==> config.mk <==
export PLATFORM = sky130hd
export DESIGN_NAME = reg_bank_write_port
export DESIGN_NICKNAME = d
export VERILOG_FILES = /design/src/rtl/reg_bank_write_port.sv
export SDC_FILE = /design/constraint.sdc
export NUM_CORES = 1
export LEC_CHECK = 0
export ABC_AREA = 1
export BUFFER_PORTS_ARGS = -buffer_cell sky130_fd_sc_hd__clkbuf_2
export CELL_PAD_IN_SITES_DETAIL_PLACEMENT = 0
export CELL_PAD_IN_SITES_GLOBAL_PLACEMENT = 1
export CORE_UTILIZATION = 35
export CTS_CLUSTER_SIZE = 25
export DETAILED_ROUTE_END_ITERATION = 8
export PLACE_DENSITY = 0.78
export SETUP_SLACK_MARGIN = 0.05
export SKIP_LAST_GASP = 1
export SLEW_MARGIN = 20
export SYNTH_ARGS = -nofsm -noshare
export SYNTH_HDL_FRONTEND = slang
export SYNTH_SLANG_ARGS = --single-unit
==> constraint.sdc <==
create_clock -name clk -period 10.1 [get_ports clk]
set_input_delay 3.03 -clock clk [delete_from_list [all_inputs] [get_ports clk]]
set_output_delay 3.03 -clock clk [all_outputs]
set_load 0.02 [all_outputs]
==> src/rtl/reg_bank_write_port.sv <==
// Write side and storage of the 16-entry register bank, with a sequenced clear and sticky select-error flag.
// Optional macro REG_ZERO_HARDWIRE_EN turns r0 into a constant zero that ignores writes and clears.
module reg_bank_write_port #(
  parameter int               WIDTH       = 16,
  parameter logic [WIDTH-1:0] CLEAR_VALUE = '0
) (
  input  logic             clk,
  input  logic             reset,
  input  logic             wr_valid,
  output logic             wr_ready,
  input  logic [4:0]       wr_select,
  input  logic [WIDTH-1:0] wr_data,
  input  logic             clear_req,
  output logic             busy,
  output logic             err_sel,
  input  logic             err_clr,
  output logic [7:0]       write_count,
  output logic [WIDTH-1:0] r0,
  output logic [WIDTH-1:0] r1,
  output logic [WIDTH-1:0] r2,
  output logic [WIDTH-1:0] r3,
  output logic [WIDTH-1:0] r4,
  output logic [WIDTH-1:0] r5,
  output logic [WIDTH-1:0] r6,
  output logic [WIDTH-1:0] r7,
  output logic [WIDTH-1:0] r8,
  output logic [WIDTH-1:0] r9,
  output logic [WIDTH-1:0] r10,
  output logic [WIDTH-1:0] r11,
  output logic [WIDTH-1:0] r12,
  output logic [WIDTH-1:0] r13,
  output logic [WIDTH-1:0] r14,
  output logic [WIDTH-1:0] r15
);

  typedef enum logic {IDLE, CLEAR} state_t;

  state_t           r_state;
  logic [WIDTH-1:0] r_regs [16];
  logic [3:0]       r_clearIdx;
  logic             r_busy;
  logic             r_errSel;
  logic [7:0]       r_writeCount;

  logic       w_accept;
  logic       w_selInvalid;
  logic       w_selWrites;
  logic [3:0] w_target;

  assign wr_ready     = (r_state == IDLE) && !clear_req;
  assign w_accept     = wr_valid && wr_ready;
  assign w_selInvalid = (wr_select > 5'd16);
  assign w_target     = 4'(wr_select - 5'd1);

  // Select is one-based: 0 means "no register", so only 1..16 commit data.
`ifdef REG_ZERO_HARDWIRE_EN
  assign w_selWrites = (wr_select >= 5'd2) && !w_selInvalid;
`else
  assign w_selWrites = (wr_select != 5'd0) && !w_selInvalid;
`endif

  always_ff @(posedge clk or posedge reset) begin
    if (reset) begin
      r_state      <= IDLE;
      r_busy       <= 1'b0;
      r_errSel     <= 1'b0;
      r_writeCount <= '0;
      r_clearIdx   <= '0;
      for (int i = 0; i < 16; i++) r_regs[i] <= '0;
    end else begin
      case (r_state)
        IDLE: begin
          if (clear_req) begin
            r_state    <= CLEAR;
            r_busy     <= 1'b1;
            r_clearIdx <= '0;
          end else if (w_accept && w_selWrites) begin
            r_regs[w_target] <= wr_data;
            r_writeCount     <= r_writeCount + 8'd1;
          end
        end
        CLEAR: begin
          r_regs[r_clearIdx] <= CLEAR_VALUE;
          r_clearIdx         <= r_clearIdx + 4'd1;
          if (r_clearIdx == 4'd15) begin
            r_state <= IDLE;
            r_busy  <= 1'b0;
          end
        end
        default: r_state <= IDLE;
      endcase

      // A new error in the same cycle as err_clr must not be lost.
      if (w_accept && w_selInvalid) r_errSel <= 1'b1;
      else if (err_clr)             r_errSel <= 1'b0;

`ifdef REG_ZERO_HARDWIRE_EN
      r_regs[0] <= '0;
`endif
    end
  end

  assign busy        = r_busy;
  assign err_sel     = r_errSel;
  assign write_count = r_writeCount;

  assign r0  = r_regs[0];
  assign r1  = r_regs[1];
  assign r2  = r_regs[2];
  assign r3  = r_regs[3];
  assign r4  = r_regs[4];
  assign r5  = r_regs[5];
  assign r6  = r_regs[6];
  assign r7  = r_regs[7];
  assign r8  = r_regs[8];
  assign r9  = r_regs[9];
  assign r10 = r_regs[10];
  assign r11 = r_regs[11];
  assign r12 = r_regs[12];
  assign r13 = r_regs[13];
  assign r14 = r_regs[14];
  assign r15 = r_regs[15];

endmodule

# Word-level counts from Yosys, hierarchy flattened
# Index checks and enable logic that the tools add are counted.
# W data, S select, Z words.
[totals]
register_bits = 271
input_bits = 26
elab_cells = 72
[classes]
addsub = 3
magnitude_cmp = 5
eq_ne = 5
mux = 18
bitwise = 6
reduce_logical = 14
[op_table]
columns = ["operator", "n"]
rows = [
  ["$mux W256", 2],
  ["$pmux W256 S2", 1],
  ["$and A256 B256 Y256", 1],
  ["$bwmux W256", 1],
  ["$not A256 Y256", 1],
  ["$demux W16 S4", 2],
  ["$mux W16", 2],
  ["$ge A5 B5 Y1 const B", 2],
  ["$lt A5 B1 Y1 const B", 2],
  ["$not A4 Y5", 2],
  ["$add A8 B1 Y8 const B", 1],
  ["$pmux W4 S2", 1],
  ["$logic_and A1 B1 Y1", 7],
  ["$mux W1", 6],
  ["$gt A5 B5 Y1 const B", 1],
  ["$reduce_bool A5 Y1", 1],
  ["$add A4 B1 Y4 const B", 1],
  ["$eq A4 B4 Y1 const B", 1],
  ["$mux W4", 1],
  ["$ne A2 B1 Y1 const B", 2],
  ["$ne A2 B2 Y1 const B", 2],
  ["$pmux W1 S2", 2],
  ["$reduce_and A2 Y1", 2],
  ["$sub A4 B1 Y4 const B", 1],
  ["other kinds (4)", 6],
]

# Longest topological paths before layout
[depth]
word_depth = 10
ltp_mapped = 13

# Least setup slack after synthesis
# OpenSTA, ideal clock, no wires.
[synth_path]
path_type = "in2out"
from = "input clear_req"
to = "output wr_ready"
arrival_time_ns = 3.190
required_ns = 7.070
setup_slack_ns = 3.880
cell_stages = 1
path_buffers = 0
cell_sequence = "nor2_8"
[synth_via]
elab_chain_len = 2
[synth_rtl]
columns = ["element", "line_no", "rtl"]
rows = [
  ["start, declared", "13", "input logic clear_req,"],
  ["$logic_not A1 Y1", "50", "assign wr_ready = (r_state == IDLE) && !clear_req;"],
  ["$logic_and A1 B1 Y1", "50", ""],
  ["end, declared", "10", "output logic wr_ready,"],
]
# Every way passes these cells.

# Worst setup path in the final report
# Same ends and word-level chain as after synthesis.

==> impl_summary.md <==
Timing
The final setup TNS is 0 ps. The number of pins exceeding their max-slew limit in the final report is 0. The worst path meets setup with 3547 ps of slack. Timing would allow up to 0.1526 GHz. Setup repair after global routing left no endpoint under its margin. The largest clock skew in the final design is ~16 ps. The hold violation total from the final report is 0. The worst slew margin relative to its limit is between 30 and 40%. The measured slew at the worst slew-check pin is ~1000 ps. The share of the cycle needed by the critical path after routing is ~65%. The number of setup violations in the final report is 0. The worst path needs about 6600 ps of the cycle, external delays included.

CTS
The clock latency on the worst-skew pair is around 560 ps. Counting along the longest clock path gives a buffer depth of 3. The clock transition at the registers of the reported paths is around 60 ps. The tree is rooted in a sky130_fd_sc_hd__clkbuf_16. The clock drives between 200 and 300 sinks.

TritonCTS built the clock tree. In this run the number of H-tree levels came out at 1. The total of cells resized after clock tree synthesis is 0. The post-cts hold buffer count is 0.

The number of post-CTS setup repair buffers is 0. The number of clock buffers inserted by TritonCTS is 30.

Logic synthesis
The synthesized design devotes to its leading area cell type approximately three fifths of total area. In this run, synthesis inferred 0 flip-flops with an integrated enable. The count of yosys warnings during synthesis is 0. Synthesis produced a netlist whose cell count is about 1300. Among all flip-flop cells after synthesis, the most frequent one is sky130_fd_sc_hd__dfrtp_1. Summing every instance area after synthesis gives 11250 um^2. A synthesized cell averages roughly 8.7 um^2. The count of state elements after synthesis is roughly 270.

Of all flip-flops after synthesis, the portion carrying an async set or reset was 100.0%. The count of unique library cells instantiated by Yosys is 25. In the synthesized netlist, the cells that appear most often are 599 x sky130_fd_sc_hd__nand2_1, 271 x sky130_fd_sc_hd__dfrtp_1, 231 x sky130_fd_sc_hd__nand3_1, 53 x sky130_fd_sc_hd__clkbuf_1, 40 x sky130_fd_sc_hd__inv_1.

Summed over all instances, the cell type with the most area after synthesis is sky130_fd_sc_hd__dfrtp_1. The post-synth net total is 1331. Yosys instantiated no cell more often than sky130_fd_sc_hd__nand2_1.

In the post-synthesis netlist, the biggest area contributors are sky130_fd_sc_hd__dfrtp_1 60%, sky130_fd_sc_hd__nand2_1 20%, sky130_fd_sc_hd__nand3_1 10%. The sequential cell area fraction in the yosys report is between 60% and 70%.

Flow run
The number of max-cap violations is 0.

Placed design
Once detailed placement completed, the half-perimeter wirelength came to ~26 mm. The final weighted congestion of routability-driven global placement is roughly 0.79. The placed instances occupy a cell area of 12860 um^2. Timing analysis after detailed placement gives a worst setup slack of between 3000 and 4000 ps. The quantity of I/O buffers inserted on ports is 292.

Pwr
In this run the power density over the cells is roughly 200 nW/um^2. Total power for the finished layout comes to roughly 2.8 mW. The worst-case IR drop observed on VDD is roughly 120 uV.

In this run the static leakage power is about 8.3 nW.

Critical path
The delay contributed by the slowest stage of the critical path is about 190 ps. STA classifies the critical path startpoint as an input pin. The kind of critical path is in2out. The cell repeated most along the worst path is sky130_fd_sc_hd__clkbuf_2. STA puts the critical path data required time at slightly above 7000 ps.

The critical path startpoint is clear_req. The critical path goes through clkbuf_2 -> nor2_8 -> clkbuf_2. The setup check on the worst reg-to-reg path leaves a slack of roughly 7500 ps. Counting cells, the worst reg-to-reg path comes to 6. The endpoint of the most critical setup path is wr_ready. STA classifies the critical path endpoint as an output pin.

In this run the critical register-to-register path is launched from r_state. The arrival time at the worst endpoint is ~3500 ps. The endpoint of the worst-slack reg-to-reg timing path is r11[9]. The cell with the biggest individual delay on the critical path is sky130_fd_sc_hd__clkbuf_2. The maximum fanout encountered on the critical timing path is 6.

Global routing
The total grt overflow is 0. The wire length of the first global-routing pass is 59.26 mm. The pin count of the biggest net entering global routing is ~150. The number of antenna violations at the first check in global routing is 0. The global-route total usage across every layer is 23.63%. The number of global-route vias before repair was 9521.

Floorplan
The vertical die dimension is around 180 um. From left edge to right edge, the die measures between 150 and 200 um. The placeable core area is ~32000 um^2. The die covers between 30000 and 40000 um^2. The initial utilization of the core area, before any placement, comes to a little over a third. The site row count is 65. The number of top-level pins is ~290.

Detailed routing
The detailed router finished its first iteration with approximately 720 violations. Detailed routing inserted a total of roughly 9700 vias. Using the TritonRoute via totals, the vias-per-cell ratio works out to about 5. The detail-routed net length per standard cell is 19.62 um. The total wire length is just under 40 mm. In the routed design, unresolved DRC markers number 0. The detail route stage leaves a number of antenna-violating nets equal to 0. For this run, the detailed router's first-pass iteration total came to 4.

Final layout
The synthesis-to-layout area growth is 23.05%. For this run, the post-layout net count is 1574. Once layout is complete, the utilization of the core stands at a little over two fifths.

The area of all placed cells without fillers is roughly 14000 um^2. The number of antenna diodes in the final layout is 0. The fraction of layout cells with a size suffix above 1 is about a quarter.

Outcome
The run finished with clean final reports.

Worst hold path
The tightest min-delay check is of the reg2reg type.
area by class of cell:
| class | instances | area (um^2) |
|---|---|---|
| fillers | 3179 | 17710 |
| flip-flops and latches | 271 | 6782 |
| multi-input cells | 897 | 3894 |
| repair buffers | 296 | 1504 |
| clock buffers | 45 | 897.1 |
| well taps | 402 | 503.0 |
| inverters | 46 | 178.9 |
| clock inverters | 5 | 86.33 |
placed cells by master, fill, tap and decap left out, types with 6 or more instances in the layout:
cell type,count
sky130_fd_sc_hd__clkbuf_2,292
sky130_fd_sc_hd__nand2_2,10
sky130_fd_sc_hd__clkbuf_16,30
sky130_fd_sc_hd__nand4_1,15
sky130_fd_sc_hd__clkbuf_8,9
sky130_fd_sc_hd__inv_1,39
sky130_fd_sc_hd__ha_1,6
sky130_fd_sc_hd__nor2_1,10
sky130_fd_sc_hd__nand2_1,599
sky130_fd_sc_hd__dfrtp_1,271
sky130_fd_sc_hd__clkbuf_1,6
sky130_fd_sc_hd__nand3_1,231
routing by layer:
layer,vias to the layer above,track usage (%),share of wire [%]
li1,4576,-,-
met1,4720,30.97,43
met2,330,38.06,46
met3,57,6.914,8.4
met4,0,6.373,2.3
met5,-,0,0
worst min path at each step:
stage                       start             to  slack, ps  cells after the start
global route              r12[11]        r12[11]        490                      2
global placement          r12[15]        r12[15]        460                      2
finish                     r12[1]         r12[1]        470                      2
floorplan           r_clearIdx[2]  r_clearIdx[2]        520                      1
CTS                       r12[11]        r12[11]        480                      2
detailed placement         r14[8]         r14[8]        460                      2
worst max-delay path, delay by kind of cell:
| kind | cells | cell delay, ps |
|---|---|---|
| AND/OR/NAND/NOR | 1 | 160 |
| buffers and inverters | 2 | 330 |
logic make-up (layout without fill, tap and decap cells):
| kind of cell | count (synthesis) | in the layout | synth area share, % |
|---|---|---|---|
| simple gates | 879 | 879 | 33.24 |
| buf+inv | 131 | 392 | 5.116 |
| xor+xnor | 4 | 4 | 0.3114 |
| compound gates | 8 | 8 | 0.3892 |
| flops | 271 | 271 | 60.28 |
| fa+ha+maj | 6 | 6 | 0.6672 |
stage by stage:
stage	cells	hold slack, ps
6_report	1962	474.0
5_1_grt	1962	489.8
4_1_cts	1962	477.2
3_5_place_dp	1912	457.1
3_3_place_gp	1912	455.2
2_1_floorplan	1299	519.5
report_power, final:
part / internal (mW) / switching (mW)
clock: 0.656 / 0.435
combinational: 0.102 / 0.356
sequential: 1.15 / 0.0597
total: 1.91 / 0.851
Note: power is estimated with default switching activity, not from simulation.
